===== src/rtl/fpu_issue_arbiter.sv =====
// fpu_issue_arbiter: round-robin issue of two FP requesters onto one
// multi-cycle FP unit (start/done), with a watchdog that aborts hung ops.
// Ports: clk, rst (async, active-high); req0_*/req1_* valid/ready/op/a/b;
//   unit_start/abort/op/a/b out, unit_done/result/flags in;
//   resp_valid/ready/id/result/flags/timeout response channel.
// Optional macro FPU_ARB_NAN_BYPASS_EN: NaN operands answered without the unit.
module fpu_issue_arbiter #(
  parameter int unsigned TIMEOUT_CYCLES = 64,
  parameter int unsigned CNT_W          = 16
) (
  input  logic        clk,
  input  logic        rst,
  input  logic        req0_valid,
  output logic        req0_ready,
  input  logic [1:0]  req0_op,
  input  logic [31:0] req0_a,
  input  logic [31:0] req0_b,
  input  logic        req1_valid,
  output logic        req1_ready,
  input  logic [1:0]  req1_op,
  input  logic [31:0] req1_a,
  input  logic [31:0] req1_b,
  output logic        unit_start,
  output logic        unit_abort,
  output logic [1:0]  unit_op,
  output logic [31:0] unit_a,
  output logic [31:0] unit_b,
  input  logic        unit_done,
  input  logic [31:0] unit_result,
  input  logic [4:0]  unit_flags,
  output logic        resp_valid,
  input  logic        resp_ready,
  output logic        resp_id,
  output logic [31:0] resp_result,
  output logic [4:0]  resp_flags,
  output logic        resp_timeout
);

  localparam logic [31:0] QNAN = 32'h7FC0_0000;
  localparam logic [CNT_W-1:0] CNT_LAST =
    CNT_W'(TIMEOUT_CYCLES - 1);

  typedef enum logic [1:0] {
    S_IDLE,
    S_ISSUE,
    S_WAIT,
    S_RESP
  } state_t;

  state_t           state_q;
  state_t           state_d;
  logic             ptr_q;
  logic [CNT_W-1:0] cnt_q;
  logic             gnt0;
  logic             gnt1;
  logic             grant;
  logic             expire;
  logic             hs;
  logic [1:0]       g_op;
  logic [31:0]      g_a;
  logic [31:0]      g_b;
  logic             bypass;

`ifdef FPU_ARB_NAN_BYPASS_EN
  logic nan_q;
  logic snan_q;
  logic g_nan;
  logic g_snan;

  function automatic logic is_nan(input logic [31:0] x);
    return (x[30:23] == 8'hFF) && (x[22:0] != 23'd0);
  endfunction

  // NaN check is taken at grant and registered; ISSUE then
  // routes straight to RESP without pulsing the unit.
  always_comb begin
    g_nan  = is_nan(g_a) | is_nan(g_b);
    g_snan = (is_nan(g_a) & ~g_a[22])
           | (is_nan(g_b) & ~g_b[22]);
  end

  assign bypass = nan_q;
`else
  assign bypass = 1'b0;
`endif

  // Ready is masked by rst so both ports read 0 while in reset.
  always_comb begin
    gnt0   = req0_valid & (~req1_valid | ~ptr_q);
    gnt1   = req1_valid & (~req0_valid | ptr_q);
    grant  = (state_q == S_IDLE) & (gnt0 | gnt1) & ~rst;
    g_op   = gnt1 ? req1_op : req0_op;
    g_a    = gnt1 ? req1_a : req0_a;
    g_b    = gnt1 ? req1_b : req0_b;
    expire = (state_q == S_WAIT) & ~unit_done
           & (cnt_q == CNT_LAST);
    hs     = (state_q == S_RESP) & resp_ready;
  end

  assign req0_ready = grant & gnt0;
  assign req1_ready = grant & gnt1;

  always_ff @(posedge clk or posedge rst) begin
    if (rst) state_q <= S_IDLE;
    else     state_q <= state_d;
  end

  always_comb begin
    state_d    = state_q;
    unit_start = 1'b0;
    resp_valid = 1'b0;
    unique case (state_q)
      S_IDLE: begin
        if (grant) state_d = S_ISSUE;
      end
      S_ISSUE: begin
        unit_start = ~bypass;
        state_d    = bypass ? S_RESP : S_WAIT;
      end
      S_WAIT: begin
        if (unit_done | expire) state_d = S_RESP;
      end
      S_RESP: begin
        resp_valid = 1'b1;
        if (resp_ready) state_d = S_IDLE;
      end
      default: state_d = S_IDLE;
    endcase
  end

  always_ff @(posedge clk or posedge rst) begin
    if (rst) begin
      ptr_q        <= 1'b0;
      cnt_q        <= '0;
      unit_abort   <= 1'b0;
      unit_op      <= '0;
      unit_a       <= '0;
      unit_b       <= '0;
      resp_id      <= 1'b0;
      resp_result  <= '0;
      resp_flags   <= '0;
      resp_timeout <= 1'b0;
`ifdef FPU_ARB_NAN_BYPASS_EN
      nan_q        <= 1'b0;
      snan_q       <= 1'b0;
`endif
    end else begin
      unit_abort <= expire;
      if (grant) begin
        unit_op <= g_op;
        unit_a  <= g_a;
        unit_b  <= g_b;
        resp_id <= gnt1;
`ifdef FPU_ARB_NAN_BYPASS_EN
        nan_q   <= g_nan;
        snan_q  <= g_snan;
`endif
      end
      if (state_q == S_ISSUE) begin
        cnt_q <= '0;
`ifdef FPU_ARB_NAN_BYPASS_EN
        if (nan_q) begin
          resp_result  <= QNAN;
          resp_flags   <= {snan_q, 4'b0000};
          resp_timeout <= 1'b0;
        end
`endif
      end
      if (state_q == S_WAIT) begin
        cnt_q <= cnt_q + CNT_W'(1);
        if (unit_done) begin
          resp_result  <= unit_result;
          resp_flags   <= unit_flags;
          resp_timeout <= 1'b0;
        end else if (expire) begin
          resp_result  <= QNAN;
          resp_flags   <= 5'b10000;
          resp_timeout <= 1'b1;
        end
      end
      if (hs) ptr_q <= ~resp_id;
    end
  end

endmodule


===== config.mk =====
export PLATFORM = sky130hd
export DESIGN_NAME = fpu_issue_arbiter
export DESIGN_NICKNAME = d
export VERILOG_FILES = /design/src/rtl/fpu_issue_arbiter.sv
export SDC_FILE = /design/constraint.sdc
export NUM_CORES = 1
export LEC_CHECK = 0
export CORE_UTILIZATION = 40
export DETAILED_ROUTE_END_ITERATION = 7
export PLACE_DENSITY = 0.81
export SLEW_MARGIN = 10
export SYNTH_ARGS = -nofsm -noshare
export SYNTH_HDL_FRONTEND = slang
export SYNTH_SLANG_ARGS = --single-unit
export TNS_END_PERCENT = 10

===== constraint.sdc =====
create_clock -name clk -period 5.3 [get_ports clk]
set_input_delay 0.795 -clock clk [delete_from_list [all_inputs] [get_ports clk]]
set_output_delay 0.795 -clock clk [all_outputs]
set_load 0.1 [all_outputs]

==> impl_metrics.json, run 1 <==
{
  "outcome": "finished clean",
  "wl_per_cell_microns": 16.66,
  "insertion_delay_ps": 410,
  "floorplan.initialDensity": 0.4116,
  "timing.critical_path.required_ps": 4510,
  "core.rowCount": 42,
  "clockRootBuffer": "clkbuf_16",
  "dr.first_iter.drc_count": 318,
  "detail_route.first_pass.iterations": 4,
  "worst_hold_startpoint": "unit_a[21]",
  "post_synth_instance_area_sq_um": 5473,
  "global_route.overflow_total": 0,
  "final_min_period_ps": 4083,
  "routabilityCongestion": 0.8272,
  "layout_common_cells": "284 x clkdlybuf4s50_1, 125 x dfrtp_1, 78 x nand2_1",
  "count_of_instances_resized_after_the_clock_tree_is_built": 0,
  "vias_in_the_first_global_route": 5011,
  "initial_antenna_violation_count": 0,
  "die_width_microns": 119.0,
  "endpoint_kind": "primary output",
  "route.detailed.drc": 0,
  "r2r-start": "state_q[1]",
  "post-route-util": 0.6797,
  "dominantRegCellSynth": "dfrtp_1",
  "setup_viol_count_final": 0,
  "final_antenna_net_count": 0,
  "min_period_over_period": 0.7703,
  "io-pin-count": 285,
  "r2r.worst_path.cells": 6,
  "number_of_buffers_inserted_by_port_buffering": 284,
  "postLayoutSetupSlackWorst_ps": 1217,
  "crit_path_most_repeated_cell": "clkdlybuf4s50_1",
  "ys.warnings.count": 0,
  "post-dp-hpwl_mm": 12.12,
  "whs_path_depth": 2,
  "mostFrequentLayoutCell": "clkdlybuf4s50_1",
  "worstSetupStartpoint": "rst",
  "drive_gt1_frac": 0.05364,
  "syn2layout_area_growth_pct": 65.13,
  "worst_endpoint_data_arrival_time_ps": 3290,
  "cts_setup_buffers": 0,
  "worst_r2r_endpoint": "cnt_q[15]",
  "synthesized_area_divided_by_synthesized_cell_count_sq_um": 11.10,
  "place_ws_ps": 1210,
  "seq_area_frac_synth": 0.5716,
  "timing_worst_setup_path_type": "input pin to primary output",
  "synth-seq-cells": 125,
  "hold_viol": 0,
  "vias": 4826,
  "synth_edf_count": 0,
  "global_route.usage.total": 0.2314,
  "design.die.area_sq_um": 14150,
  "core_region_area_sq_um": 13300,
  "final_cell_area_sq_um": 9037,
  "crit_path_max_fanout": 33,
  "worst-slew-pin-transition_ps": 1029,
  "startpoint_type": "input pin",
  "max_freq_mhz": 244.9,
  "maxCapViolations": 0,
  "max-slew-margin-rel": 0.3118,
  "cpMaxStageDelayCell": "clkdlybuf4s50_1",
  "async_reset_ff_frac": 1.000,
  "clockBufferDepth": 2,
  "syn_inst": 493,
  "slew_violations": 0,
  "fin_setup_tns_ps": 0,
  "place_area_sq_um": 8457,
  "synth_cell_types": 39,
  "drt_total_wl_mm": 15.97,
  "viasPerCell": 5.032,
  "postSynthNetCount": 673,
  "min_path_type": "flop to flop",
  "num-nets-final": 950,
  "setup_repair_after_global_routing_missed_its_margin": "false",
  "clk_pin_slew_worst_paths_ps": 50,
  "cts_tree": "built",
  "fp.dieH_microns": 119.0,
  "crit_path_max_incr_delay_ps": 1190,
  "cts_inserted_buffers": 17,
  "hold_buffers": 0,
  "hold_crit_endpoint": "unit_a[21]",
  "critical_path.cell_chain": "clkdlybuf4s50_1 -> nor2b_1 -> o21ai_4 -> nor2_1 -> clkdlybuf4s50_1",
  "clock-sinks": 125,
  "reg2reg_setup_slack_ps": 2710,
  "antenna-diode-count": 0,
  "pin_count_of_the_biggest_net_entering_global_routing": 103,
  "htreeDepth": 4,
  "grt_pass1_wl_mm": 25.04,
  "fin_skew_ps": 5.819
}
==> critical path: cells and delay by family <==
family                 cells  cell delay, ps
buffers and inverters      2            1670
AOI/OAI and AO/OA          1             250
and+or+nand+nor            2             560
==> logic make-up (layout without fill, tap and decap cells) <==
family / Yosys count / after routing / share of synthesized area
mux: 69 / 69 / 0.1264
flops: 125 / 125 / 0.5716
xor+xnor: 8 / 8 / 0.01280
compound gates: 126 / 126 / 0.1452
fa+ha+maj: 5 / 5 / 0.01143
buf+inv: 39 / 329 / 0.03132
simple gates: 121 / 121 / 0.1013
==> Yosys cell counts (2+ instances only) <==
cell | instances | area share
nor2_1 | 10 | 0.0069
or3_1 | 3 | 0.0034
clkbuf_1 | 19 | 0.013
nand3_1 | 6 | 0.0055
a22o_1 | 27 | 0.043
nor2b_1 | 3 | 0.0034
inv_1 | 8 | 0.0055
a21o_1 | 2 | 0.0027
a21oi_1 | 8 | 0.0073
or4_1 | 2 | 0.0027
xor2_1 | 2 | 0.0032
o21ai_1 | 2 | 0.0018
ha_1 | 5 | 0.011
o22a_1 | 10 | 0.016
xnor2_1 | 6 | 0.0096
or2_2 | 2 | 0.0023
nand2_1 | 78 | 0.053
mux2i_1 | 68 | 0.12
buf_1 | 4 | 0.0027
nor4_1 | 2 | 0.0023
o21ai_0 | 72 | 0.066
buf_2 | 5 | 0.0046
dfrtp_1 | 125 | 0.57
nor3_1 | 6 | 0.0055
buf_6 | 2 | 0.0041
nand4_1 | 3 | 0.0034
==> metrics by stage <==
stage | std cells | hold WS [ps]
CTS | 959 | 481.2
global placement | 927 | 463.5
global route | 959 | 497.2
floorplan | 493 | 478.1
finish | 959 | 477.2
detailed placement | 927 | 469.8
==> how the worst max path moves through the flow <==
stage            endpoint  slack (ps)  cells past startpoint
3_3_place_gp   req1_ready        1250                      5
3_5_place_dp   req1_ready        1210                      5
5_1_grt        req1_ready        1100                      5
4_1_cts        req1_ready        1210                      5
6_report       req1_ready        1220                      5
2_1_floorplan    cnt_q[0]        1180                      1
==> layout make-up <==
class | instances | area [sq um]
repair buffers | 289 | 2880
multi-input cells | 329 | 2196
clock buffers | 25 | 495.5
fillers | 1027 | 4258
clock inverters | 7 | 85.08
well taps | 176 | 220.2
inverters | 8 | 32.53
flip-flops and latches | 125 | 3128
==> flip-flops by register name, indices dropped and copies added, names as in the netlist, 2 cells and up <==
| signal | cells |
|---|---|
| cnt_q | 16 |
| resp_flags | 5 |
| resp_result | 32 |
| state_q | 2 |
| unit_a | 32 |
| unit_b | 32 |
| unit_op | 2 |
==> metal layers <==
metal  track usage  routed length [microns]  vias up
met5             0                        0        -
met4        0.1100                      531        0
met3       0.07136                     1269       41
met2        0.4090                     8158      214
met1        0.2517                     6013     2275
li1              -                        -     2296
Power of run 1 is left out: the tool's default activity adds up to more than one toggle a clock period on the data nets, which glitch-free logic cannot reach.
==> inputs of run 2 (changes only) <==
--- a/config.mk
+++ b/config.mk
@@ -5,9 +5,9 @@
 export SDC_FILE = /design/constraint.sdc
 export NUM_CORES = 1
 export LEC_CHECK = 0
-export CORE_UTILIZATION = 40
+export CORE_UTILIZATION = 36
 export DETAILED_ROUTE_END_ITERATION = 7
-export PLACE_DENSITY = 0.81
+export PLACE_DENSITY = 0.77
 export SLEW_MARGIN = 10
 export SYNTH_ARGS = -nofsm -noshare
 export SYNTH_HDL_FRONTEND = slang
==> constraint.sdc (replaced) <==
create_clock -name clk -period 3.6 [get_ports clk]
set_input_delay 0.54 -clock clk [delete_from_list [all_inputs] [get_ports clk]]
set_output_delay 0.54 -clock clk [all_outputs]
set_load 0.1 [all_outputs]
==> run 2 against run 1 <==
The run now ends with design-rule violations left. Via count is 0.39% lower. Final cell count is 0.83% higher. Global-route usage is 1.9 points lower. Critical path depth is 2 lower. Critical path type is now flop to primary output. Critical endpoint is now unit_start.
==> impl_metrics.json, run 2 (synthesis gave the netlist of run 1 again) <==
{
  "timing_worst_setup_path_type": "flop to primary output",
  "crit_path_max_incr_delay_ps": 1140,
  "viasPerCell": 4.971,
  "core_region_area_sq_um": 14700,
  "detail_route.first_pass.iterations": 8,
  "syn2layout_area_growth_pct": 65.68,
  "drt_total_wl_mm": 16.13,
  "floorplan.initialDensity": 0.3723,
  "num-fill-cells": 1177,
  "die_width_microns": 125.3,
  "final_antenna_net_count": 0,
  "fin_setup_tns_ps": 0,
  "r2r-start": "state_q[1]",
  "pin_count_of_the_biggest_net_entering_global_routing": 134,
  "initial_antenna_violation_count": 0,
  "design.die.area_sq_um": 15700,
  "cts_setup_buffers": 0,
  "routabilityCongestion": 0.8152,
  "clk_pin_slew_worst_paths_ps": 50,
  "drive_gt1_frac": 0.05619,
  "biggestRegsByFlops": "resp_result (32), unit_a (32), unit_b (32)",
  "antenna-diode-count": 0,
  "outcome": "finished, violations left",
  "clockRootBuffer": "clkbuf_16",
  "path_buf_inv": 2,
  "insertion_delay_ps": 410,
  "multi_input_comb_area_sq_um": 2196,
  "number_of_buffers_inserted_by_port_buffering": 284,
  "core.rowCount": 44,
  "post-dp-hpwl_mm": 11.85,
  "vias_in_the_first_global_route": 5006,
  "layout_common_cells": "282 x clkdlybuf4s50_1, 125 x dfrtp_1, 78 x nand2_1",
  "critical_path.cell_chain": "inv_1 -> ha_1 -> clkdlybuf4s50_1",
  "io-pin-count": 285,
  "cts_inserted_buffers": 17,
  "hold_buffers": 0,
  "mostFrequentLayoutCell": "clkdlybuf4s50_1",
  "min_period_over_period": 0.7683,
  "maxCapViolations": 0,
  "startpoint_type": "flop",
  "hold_viol": 0,
  "fp.dieH_microns": 125.3,
  "dr.first_iter.drc_count": 245,
  "failed_checks": "design-rule violations",
  "final_min_period_ps": 2766,
  "sequential_cell_area_sq_um": 3128,
  "clockBufferDepth": 2,
  "max_freq_mhz": 361.6,
  "slew_violations": 0,
  "vias": 4807,
  "setup_repair_after_global_routing_missed_its_margin": "false",
  "route.detailed.drc": 22,
  "num-nets-final": 950,
  "wl_per_cell_microns": 16.68,
  "worst_hold_startpoint": "unit_a[28]",
  "r2r.worst_path.cells": 6,
  "max-slew-margin-rel": 0.2634,
  "critPathTopFamily": "buffers and inverters",
  "min_path_type": "flop to flop",
  "endpoint_kind": "primary output",
  "worst_endpoint_data_arrival_time_ps": 2230,
  "fin_skew_ps": 8.135,
  "htreeDepth": 4,
  "worst_r2r_endpoint": "cnt_q[15]",
  "grt_pass1_wl_mm": 25.95,
  "clock-sinks": 125,
  "whs_path_depth": 2,
  "reg2reg_setup_slack_ps": 1090,
  "global_route.overflow_total": 0,
  "worst-slew-pin-transition_ps": 1105,
  "hold_crit_endpoint": "unit_a[28]",
  "count_of_instances_resized_after_the_clock_tree_is_built": 0,
  "cts_tree": "built",
  "timing.critical_path.required_ps": 3060,
  "global_route.usage.total": 0.2123,
  "crit_path_max_fanout": 4,
  "setup_viol_count_final": 0,
  "cpMaxStageDelayCell": "clkdlybuf4s50_1"
}
## run 2: cell types whose count changed in the layout (fill, tap and decap cells not counted)
| cell | previous run | this run |
|---|---|---|
| clkinvlp_4 | 0 | 2 |
| buf_4 | 5 | 4 |
| inv_4 | 1 | 0 |
| clkinv_2 | 5 | 4 |
| clkbuf_8 | 4 | 5 |
| clkdlybuf4s50_1 | 284 | 282 |
| bufinv_16 | 2 | 1 |
| buf_12 | 0 | 3 |
## run 2: how the worst max path moves through the flow
| stage | startpoint | endpoint | slack [ps] | cells after the start |
|---|---|---|---|---|
| 4_1_cts | state_q[1] | unit_start | 820 | 3 |
| 6_report | state_q[1] | unit_start | 830 | 3 |
| 2_1_floorplan | state_q[0] | req1_ready | 580 | 6 |
| 5_1_grt | state_q[1] | unit_start | 760 | 3 |
| 3_3_place_gp | req0_valid | unit_a[0] | 1040 | 6 |
| 3_5_place_dp | rst | unit_a[18] | 920 | 5 |
## run 2: final cells by class
type                    count  area share
clock buffers              26     0.05616
clock inverters             6    0.006347
inverters                   8    0.003726
multi-input cells         329      0.2422
flip-flops and latches    125      0.3450
well taps                 184     0.02539
repair buffers            289      0.3212
## run 2: per-layer routing
metal / wire length [microns] / share of wire / vias up / track usage
met3: 1162 / 0.072 / 18 / 0.07488
li1: - / - / 2298 / -
met4: 289 / 0.018 / 0 / 0.07747
met5: 0 / 0 / - / 0
met1: 6376 / 0.40 / 2311 / 0.2335
met2: 8300 / 0.51 / 180 / 0.3773
## run 2: through the flow
| step | setup slack, ps | instance area [sq um] | util | hold slack, ps | std cells |
|---|---|---|---|---|---|
| after floorplan | 584.6 | 5477 | - | 478.1 | 493 |
| final | 834.3 | 9067 | 0.6169 | 477.8 | 967 |
| after CTS | 819.5 | 9067 | 0.6169 | 482.2 | 967 |
| after detailed placement | 924.5 | 8501 | 0.5783 | 469.4 | 935 |
| after global placement | 1041 | 8501 | 0.5783 | 460.9 | 935 |
| after global routing | 758.7 | 9067 | 0.6169 | 501.0 | 967 |
## run 2: worst register-to-register path: stages (launching register included)
cell	delay (ps)
dfrtp_1	400
inv_1	80
ha_1	480
nand4_1	310
or4_1	640
or3_1	380
a21oi_1	140
Power of run 2 is left out for the same reason.
==> inputs of run 3 (changes only) <==
==> constraint.sdc (replaced) <==
create_clock -name clk -period 2.4 [get_ports clk]
set_input_delay 0.36 -clock clk [delete_from_list [all_inputs] [get_ports clk]]
set_output_delay 0.36 -clock clk [all_outputs]
set_load 0.1 [all_outputs]
==> run 3 against run 2 <==
The run still ends with design-rule violations left. Utilization shrank 1.0 points. First-iteration DRC count rose by 4.9%. Global-route usage down 0.38 points. Wire length fell by 2.0%. Critical path type unchanged. Critical endpoint is now req0_ready. Largest cell class unchanged.
==> impl_metrics.json, run 3 (synthesis gave the netlist of run 1 again) <==
{
  "num-nets-final": 959,
  "global_route.usage.total": 0.2085,
  "route.detailed.drc": 22,
  "min_period_over_period": 0.9329,
  "endpoint_kind": "primary output",
  "core.rowCount": 44,
  "final_antenna_net_count": 0,
  "grt_pass1_wl_mm": 25.34,
  "cts_tree": "built",
  "insertion_delay_ps": 410,
  "failed_checks": "design-rule violations",
  "cpMaxStageDelayCell": "dfrtp_1",
  "routabilityCongestion": 0.7678,
  "worst_r2r_endpoint": "resp_flags[0]",
  "critPathTopFamily": "flip-flops",
  "hold_viol": 0,
  "floorplan.initialDensity": 0.3723,
  "design.die.area_sq_um": 15700,
  "vias": 4784,
  "wl_per_cell_microns": 16.20,
  "drt_total_wl_mm": 15.81,
  "post-route-util": 0.6068,
  "io-pin-count": 285,
  "worstSetupStartpoint": "state_q[0]",
  "max-slew-margin-rel": 0.5328,
  "reg2reg_setup_slack_ps": 280,
  "hold_crit_endpoint": "unit_a[20]",
  "fin_skew_ps": 8.022,
  "fp.dieH_microns": 125.3,
  "worst_hold_startpoint": "unit_a[20]",
  "startpoint_type": "flop",
  "initial_antenna_violation_count": 0,
  "drive_gt1_frac": 0.2083,
  "final_min_period_ps": 2239,
  "die_width_microns": 125.3,
  "max_freq_mhz": 446.6,
  "maxCapViolations": 0,
  "core_region_area_sq_um": 14700,
  "setup_viol_count_final": 0,
  "outcome": "finished, violations left",
  "critical_path.cell_chain": "inv_1 -> ha_1 -> nor2b_2 -> nand2_1 -> a21oi_1 -> buf_12",
  "clockRootBuffer": "clkbuf_16",
  "antenna-diode-count": 0,
  "layout_common_cells": "174 x clkdlybuf4s50_1, 125 x dfrtp_1, 116 x buf_4",
  "vias_in_the_first_global_route": 4938,
  "hold_buffers": 0,
  "number_of_buffers_inserted_by_port_buffering": 284,
  "cts_inserted_buffers": 17,
  "crit_path_max_fanout": 3,
  "mostFrequentLayoutCell": "clkdlybuf4s50_1",
  "syn2layout_area_growth_pct": 62.99,
  "global_route.overflow_total": 0,
  "htreeDepth": 4,
  "worst_endpoint_data_arrival_time_ps": 1880,
  "fin_hold_ws_ps": 479.5,
  "clockBufferDepth": 2,
  "slew_violations": 0,
  "r2r.worst_path.cells": 4,
  "min_path_type": "flop to flop",
  "worst-slew-pin-transition_ps": 698.2,
  "timing.critical_path.required_ps": 2040,
  "r2r-start": "cnt_q[11]",
  "clock-sinks": 125,
  "pin_count_of_the_biggest_net_entering_global_routing": 108,
  "timing_worst_setup_path_type": "flop to primary output",
  "path_buf_inv": 2,
  "whs_path_depth": 2,
  "biggestRegsByFlops": "resp_result (32), unit_a (32), unit_b (32)",
  "post-dp-hpwl_mm": 12.05,
  "detail_route.first_pass.iterations": 6,
  "dr.first_iter.drc_count": 257,
  "viasPerCell": 4.902,
  "clk_pin_slew_worst_paths_ps": 50,
  "setup_repair_after_global_routing_missed_its_margin": "false",
  "crit_path_max_incr_delay_ps": 400
}
-- run 3: layer usage --
layer / global-route usage / vias to the layer above / part of all wire
met4: 0.08393 / 0 / 0.019
met5: 0 / - / 0
li1: - / 2322 / -
met3: 0.05734 / 26 / 0.070
met2: 0.3769 / 203 / 0.52
met1: 0.2313 / 2233 / 0.39
-- run 3: worst max-delay path by stage --
stage | endpoint | cells past startpoint
floorplan | req1_ready | 6
finish | req0_ready | 6
CTS | req1_ready | 6
global placement | unit_a[30] | 7
global route | req0_ready | 6
detailed placement | unit_a[30] | 7
-- run 3: through the flow --
stage / TNS (ps) / std cells / cell area (sq um) / setup WS [ps]
after global routing: 0 / 976 / 8920 / 9.006
after detailed placement: 0 / 944 / 8361 / 134.6
after CTS: 0 / 976 / 8915 / 12.27
after floorplan: -984.8 / 493 / 5477 / -435.4
final: 0 / 976 / 8920 / 161.0
after global placement: 0 / 944 / 8361 / 184.4
-- run 3: repair_timing --
item	4_1_cts	5_1_grt
buffers inserted	0	0
resized for setup	0	2
endpoints found under the setup margin	0	2
-- run 3: final cells by class --
cell class,instances,area [sq um]
tap,184,230.2
sequential,125,3128
multi-input combinational,329,2201
fill,1166,5779
timing repair buffer,298,2773
inverter,8,33.78
clock buffer,21,460.4
clock inverter,11,93.84
-- run 3: worst reg2reg max path, cell delays in order (launching register included) --
cell     delay (ps)
dfrtp_1         430
or4_1           590
nor4_4          420
o21ai_4         270
a22o_1          290
Power of run 3 is left out for the same reason.
==> RTL change 1: new RTL, flow settings as in run 1 <==
The option `FPU_ARB_NAN_BYPASS_EN` is turned on by a define.
--- a/src/rtl/fpu_issue_arbiter.sv
+++ b/src/rtl/fpu_issue_arbiter.sv
@@ -4,6 +4,8 @@
 //   unit_start/abort/op/a/b out, unit_done/result/flags in;
 //   resp_valid/ready/id/result/flags/timeout response channel.
 // Optional macro FPU_ARB_NAN_BYPASS_EN: NaN operands answered without the unit.
+`define FPU_ARB_NAN_BYPASS_EN
+
 module fpu_issue_arbiter #(
   parameter int unsigned TIMEOUT_CYCLES = 64,
   parameter int unsigned CNT_W          = 16
Behaviour: not the same (Yosys sat finds a counterexample within 4 cycles, from zero or initial values and one cycle with rst high).
==> RTL change 1 against run 1 <==
  * Sequential cell count is 2 higher
  * Sequential share of layout area is 0.90 points lower
  * Setup slack better by 0.29 ns
  * Die area is 7.1% higher
  * Area after synthesis is 7.2% higher
  * Routed wire length is 22% higher
  * Register-to-register slack better by 0.10 ns
  * Cell area is 4.3% higher
  * Critical endpoint is now req0_ready
Power is not shown: default switching activity piles up to over one toggle a cycle in this logic, so the estimate is an artifact.
==> RTL change 1: results (changes against run 1) <==
status=complete, no violations; first-pass GRT wire length=29,750 um (+19%); number of port buffers=284 (unchanged); vias per cell=5.387 (+7.0%); Syn. warnings=0 (unchanged); Post-synth top flop=dfrtp_1; Place WS=1.527 ns (+0.3165 ns); initial antenna violation count=0 (unchanged); drt initial violations=352 (+11%); vias=5,909 (+22%); Synth cell types=45 (+15%); clock skew=0.01071 ns (+0.004891 ns); Total Routing Usage GR=26.01% (+2.9 points); CTS resizes=0 (unchanged); top post-synthesis cells by area=dfrtp_1 54%, nand2_1 9.3%, a31oi_1 7.1%, nor2_1 5.8%, a22o_1 4.0%; fill count=1,126 (+9.6%); worst-case clock buffer depth=2 (unchanged); Tightest Hold Check Type=reg -> reg; worst rel slew slack=30.67% (-0.51 points); clk slew on worst S/H paths=0.05 ns (about the same); Placer Congestion=0.8544 (+3.3%); ANT cells=0 (unchanged); slowest cell on the critical path=clkdlybuf4s50_1; top flop regs=resp_result: 32 flops, unit_a: 32 flops, unit_b: 32 flops; Detailed Place HPWL=14,350 um (+18%); critical path's top delay family=buffers and inverters; Seq/Total Area, Yosys=54.15% (-3.0 points); final hold violations=0 (unchanged); Post-CTS Setup Bufs=0 (unchanged); layout cell share with drive strength beyond 1=5.234% (-0.13 points); syn nets=815 (+21%); Crit path largest cell delay=1.14 ns (-0.05 ns); top cells by count, synth=145 x nand2_1, 127 x dfrtp_1, 90 x nor2_1; largest net degree at the start of global routing=93 (-9.7%); Root Driver=clkbuf_16; htree depth=4 (unchanged); Arrival @ worst endpoint=2.99 ns (-0.30 ns); number of global-route vias before repair=5,676 (+13%); TritonCTS buffer count=17 (unchanged); Routed WL per cell=17.77 um (+6.7%); ys async rst share=100.0% (unchanged); Cell Count Post-Placement=1,065 (+15%); clock latency on the worst-skew pair=0.42 ns; cells after synthesis=635 (+29%); DRT Pass-1 Iters=7 (+3); critical path peak fanout=11 (-67%)
## RTL change 1: changes by cell type in the layout (fill, tap and decap cells not counted), sizes merged, moves of 4 or more
cell             run 1  this run
inv                  8        12
xor2                 2         6
nor4                 3        23
nand4                3        13
clkbuf              25        17
mux2i               68         4
a31oi                1        67
nor2                10        90
clkinvlp             0         4
o21ai               75         8
nand2               78       145
## RTL change 1: final timing paths
kind | startpoint | to | slack (ns) | cells past startpoint
setup / recovery | rst | req0_ready | 1.51 | 6
hold / removal | resp_result[25] | resp_result[25] | 0.49 | 1
setup reg to reg | ptr_q | snan_q | 2.81 | 6
hold reg to reg | resp_result[25] | resp_result[25] | 0.49 | 1
max in group asynchronous | rst | unit_a[21] | 3.52 | 3
min in group asynchronous | rst | ptr_q | 0.96 | 2
## RTL change 1: per-stage QoR
stage,util [%],cell area [um2]
finish,66.87,9427
global route,66.87,9427
CTS,66.87,9427
detailed placement,62.53,8815
global placement,62.53,8815
floorplan,-,5869
## RTL change 1: per-layer routing
layer / part of all wire (%) / vias to the layer above / track usage (%)
li1: - / 2797 / -
met1: 39 / 2827 / 31.67
met2: 50 / 244 / 43.16
met3: 8.3 / 41 / 8.533
met4: 2.6 / 0 / 8.886
met5: 0 / - / 0
## RTL change 1: layout make-up
cell class                      count  area [um2]  area share (%)
Tap cell                          180       225.2           2.389
Clock inverter                     15       186.4           1.978
Timing Repair Buffer              290        2898           30.74
Inverter                            9       36.28          0.3849
Sequential cell                   127        3178           33.71
Clock buffer                       17       425.4           4.513
Multi-Input combinational cell    459        2477           26.28
## RTL change 1: cells by family (layout without fill, tap and decap cells)
group,after synthesis,after routing,share of synthesized area [%]
xor gates and xnor gates,11,11,1.641
AOI/OAI and AO/OA,131,131,15.69
and+or+nand+nor,307,307,22.75
adders and majority gates,5,5,1.066
muxes,5,5,0.8740
buffers and inverters,49,331,3.837
DFF,127,127,54.15
==> RTL change 2: new RTL, settings of run 1 <==
Made on the original files. The 4 states of `state_t` get a Gray code encoding in 2 bits.
--- a/src/rtl/fpu_issue_arbiter.sv
+++ b/src/rtl/fpu_issue_arbiter.sv
@@ -41,10 +41,10 @@
     CNT_W'(TIMEOUT_CYCLES - 1);
 
   typedef enum logic [1:0] {
-    S_IDLE,
-    S_ISSUE,
-    S_WAIT,
-    S_RESP
+    S_IDLE  = 2'b00,
+    S_ISSUE = 2'b01,
+    S_WAIT  = 2'b11,
+    S_RESP  = 2'b10
   } state_t;
 
   state_t           state_q;
Function: same outputs for any inputs over 4 cycles, from zero or initial values and one cycle with rst high; so few cycles prove little.
==> RTL change 2 against run 1 <==
  * Area after synthesis increased by 2.2%
  * Non-clock buffer count decreased by 1
  * Die area increased by 2.2%
  * Routed wire length decreased by 3.3%
  * Sequential cell count is the same
  * Setup slack improved by 0.096 ns
  * Cell area rose by 0.32%
  * Largest cell class unchanged
Power is not shown: default switching activity piles up to over one toggle a cycle in this logic, so the estimate is an artifact.
==> RTL change 2: results (changes against run 1) <==
Root Driver=clkbuf_16; top post-synthesis cells by area=dfrtp_1 56%, mux2i_1 12%, nor2_1 5.8%, a21oi_1 4.9%, a22o_1 4.9%; Crit path largest cell delay=1.17 ns (-0.02 ns); syn nets=678 (+0.74%); ys async rst share=100.0% (unchanged); initial antenna violation count=0 (unchanged); top flop regs=resp_result: 32 flops, unit_a: 32 flops, unit_b: 32 flops; Routed WL per cell=15.98 um (-4.1%); CTS resizes=0 (unchanged); Post-CTS Setup Bufs=0 (unchanged); DRT Pass-1 Iters=4 (unchanged); top cells by count, synth=125 x dfrtp_1, 86 x nor2_1, 69 x mux2i_1; Seq/Total Area, Yosys=55.90% (-1.3 points); critical path peak fanout=5 (-85%); Placer Congestion=0.7937 (-4.0%); final hold violations=0 (unchanged); clock latency on the worst-skew pair=0.41 ns (about the same); Synth cell types=37 (-5.1%); layout cell share with drive strength beyond 1=6.700% (+1.3 points); Place WS=1.332 ns (+0.1223 ns); cells after synthesis=502 (+1.8%); vias=4,892 (+1.4%); number of port buffers=284 (unchanged); slowest cell on the critical path=clkdlybuf4s50_1; Arrival @ worst endpoint=3.19 ns (-0.10 ns); TritonCTS buffer count=17 (unchanged); largest net degree at the start of global routing=82 (-20%); number of global-route vias before repair=4,829 (-3.6%); worst hold stages=1 (-1); ANT cells=0 (unchanged); clock skew=0.008296 ns (+0.002477 ns); actual slew at the worst max-slew pin=1.054 ns (+0.02476 ns); drt initial violations=210 (-34%); Nets=954 (+0.42%); worst-case clock buffer depth=2 (unchanged); vias per cell=5.059 (+0.53%); Tightest Hold Check Type=reg -> reg; fill count=1,031 (+0.39%); Post-synth top flop=dfrtp_1; R2R depth=5 (-1); htree depth=4 (unchanged); status=complete, no violations; Cell Count Post-Placement=935 (+0.86%); Detailed Place HPWL=11,450 um (-5.5%); Total Routing Usage GR=21.76% (-1.4 points); total core area=13,450 um2 (+1.2%); critical path's top delay family=buffers and inverters; first-pass GRT wire length=24,240 um (-3.2%); Syn. warnings=0 (unchanged); DP Area=8497 um2 (+0.47%); clk slew on worst S/H paths=0.05 ns (about the same)
[RTL change 2: per-layer routing]
layer	global-route usage, %	vias up	routed length [um]
li1	-	2343	-
met1	25.29	2311	6023
met2	37.61	219	7892
met3	6.934	19	1301
met4	7.716	0	234
met5	0	-	0
[RTL change 2: area by class of cell]
| type | count | area (um2) | share of cell area (%) |
|---|---|---|---|
| Clock buffer | 21 | 450.4 | 4.968 |
| Clock inverter | 11 | 118.9 | 1.311 |
| Inverter | 10 | 40.04 | 0.4416 |
| Multi-Input combinational cell | 336 | 2236 | 24.66 |
| Sequential cell | 125 | 3128 | 34.50 |
| Tap cell | 176 | 220.2 | 2.429 |
| Timing Repair Buffer | 288 | 2873 | 31.69 |
[RTL change 2: final timing paths]
path,from,end,slack [ns]
setup / recovery,rst,req0_ready,1.31
hold / removal,resp_timeout,resp_timeout,0.49
setup reg to reg,state_q[0],unit_b[29],2.63
hold reg to reg,resp_timeout,resp_timeout,0.49
max in group asynchronous,rst,resp_result[11],3.10
min in group asynchronous,rst,state_q[0],1.03
[RTL change 2: kinds of logic (layout without fill, tap and decap cells)]
kind of cell               after synthesis  count (layout)  synth area share [%]
adders and majority gates                1               1                0.2236
DFF                                    125             125                 55.90
AOI/OAI and AO/OA                      131             131                 16.14
xor gates and xnor gates                 4               4                0.6262
muxes                                   69              69                 12.34
buffers and inverters                   41             330                 4.383
and+or+nand+nor                        131             131                 10.38
[RTL change 2: worst register-to-register path, delay by kind of cell, from the launching register on]
kind	cells	cell delay, ns
AOI/OAI and AO/OA	1	0.15
buffers and inverters	1	0.51
DFF	1	0.53
and+or+nand+nor	3	1.40
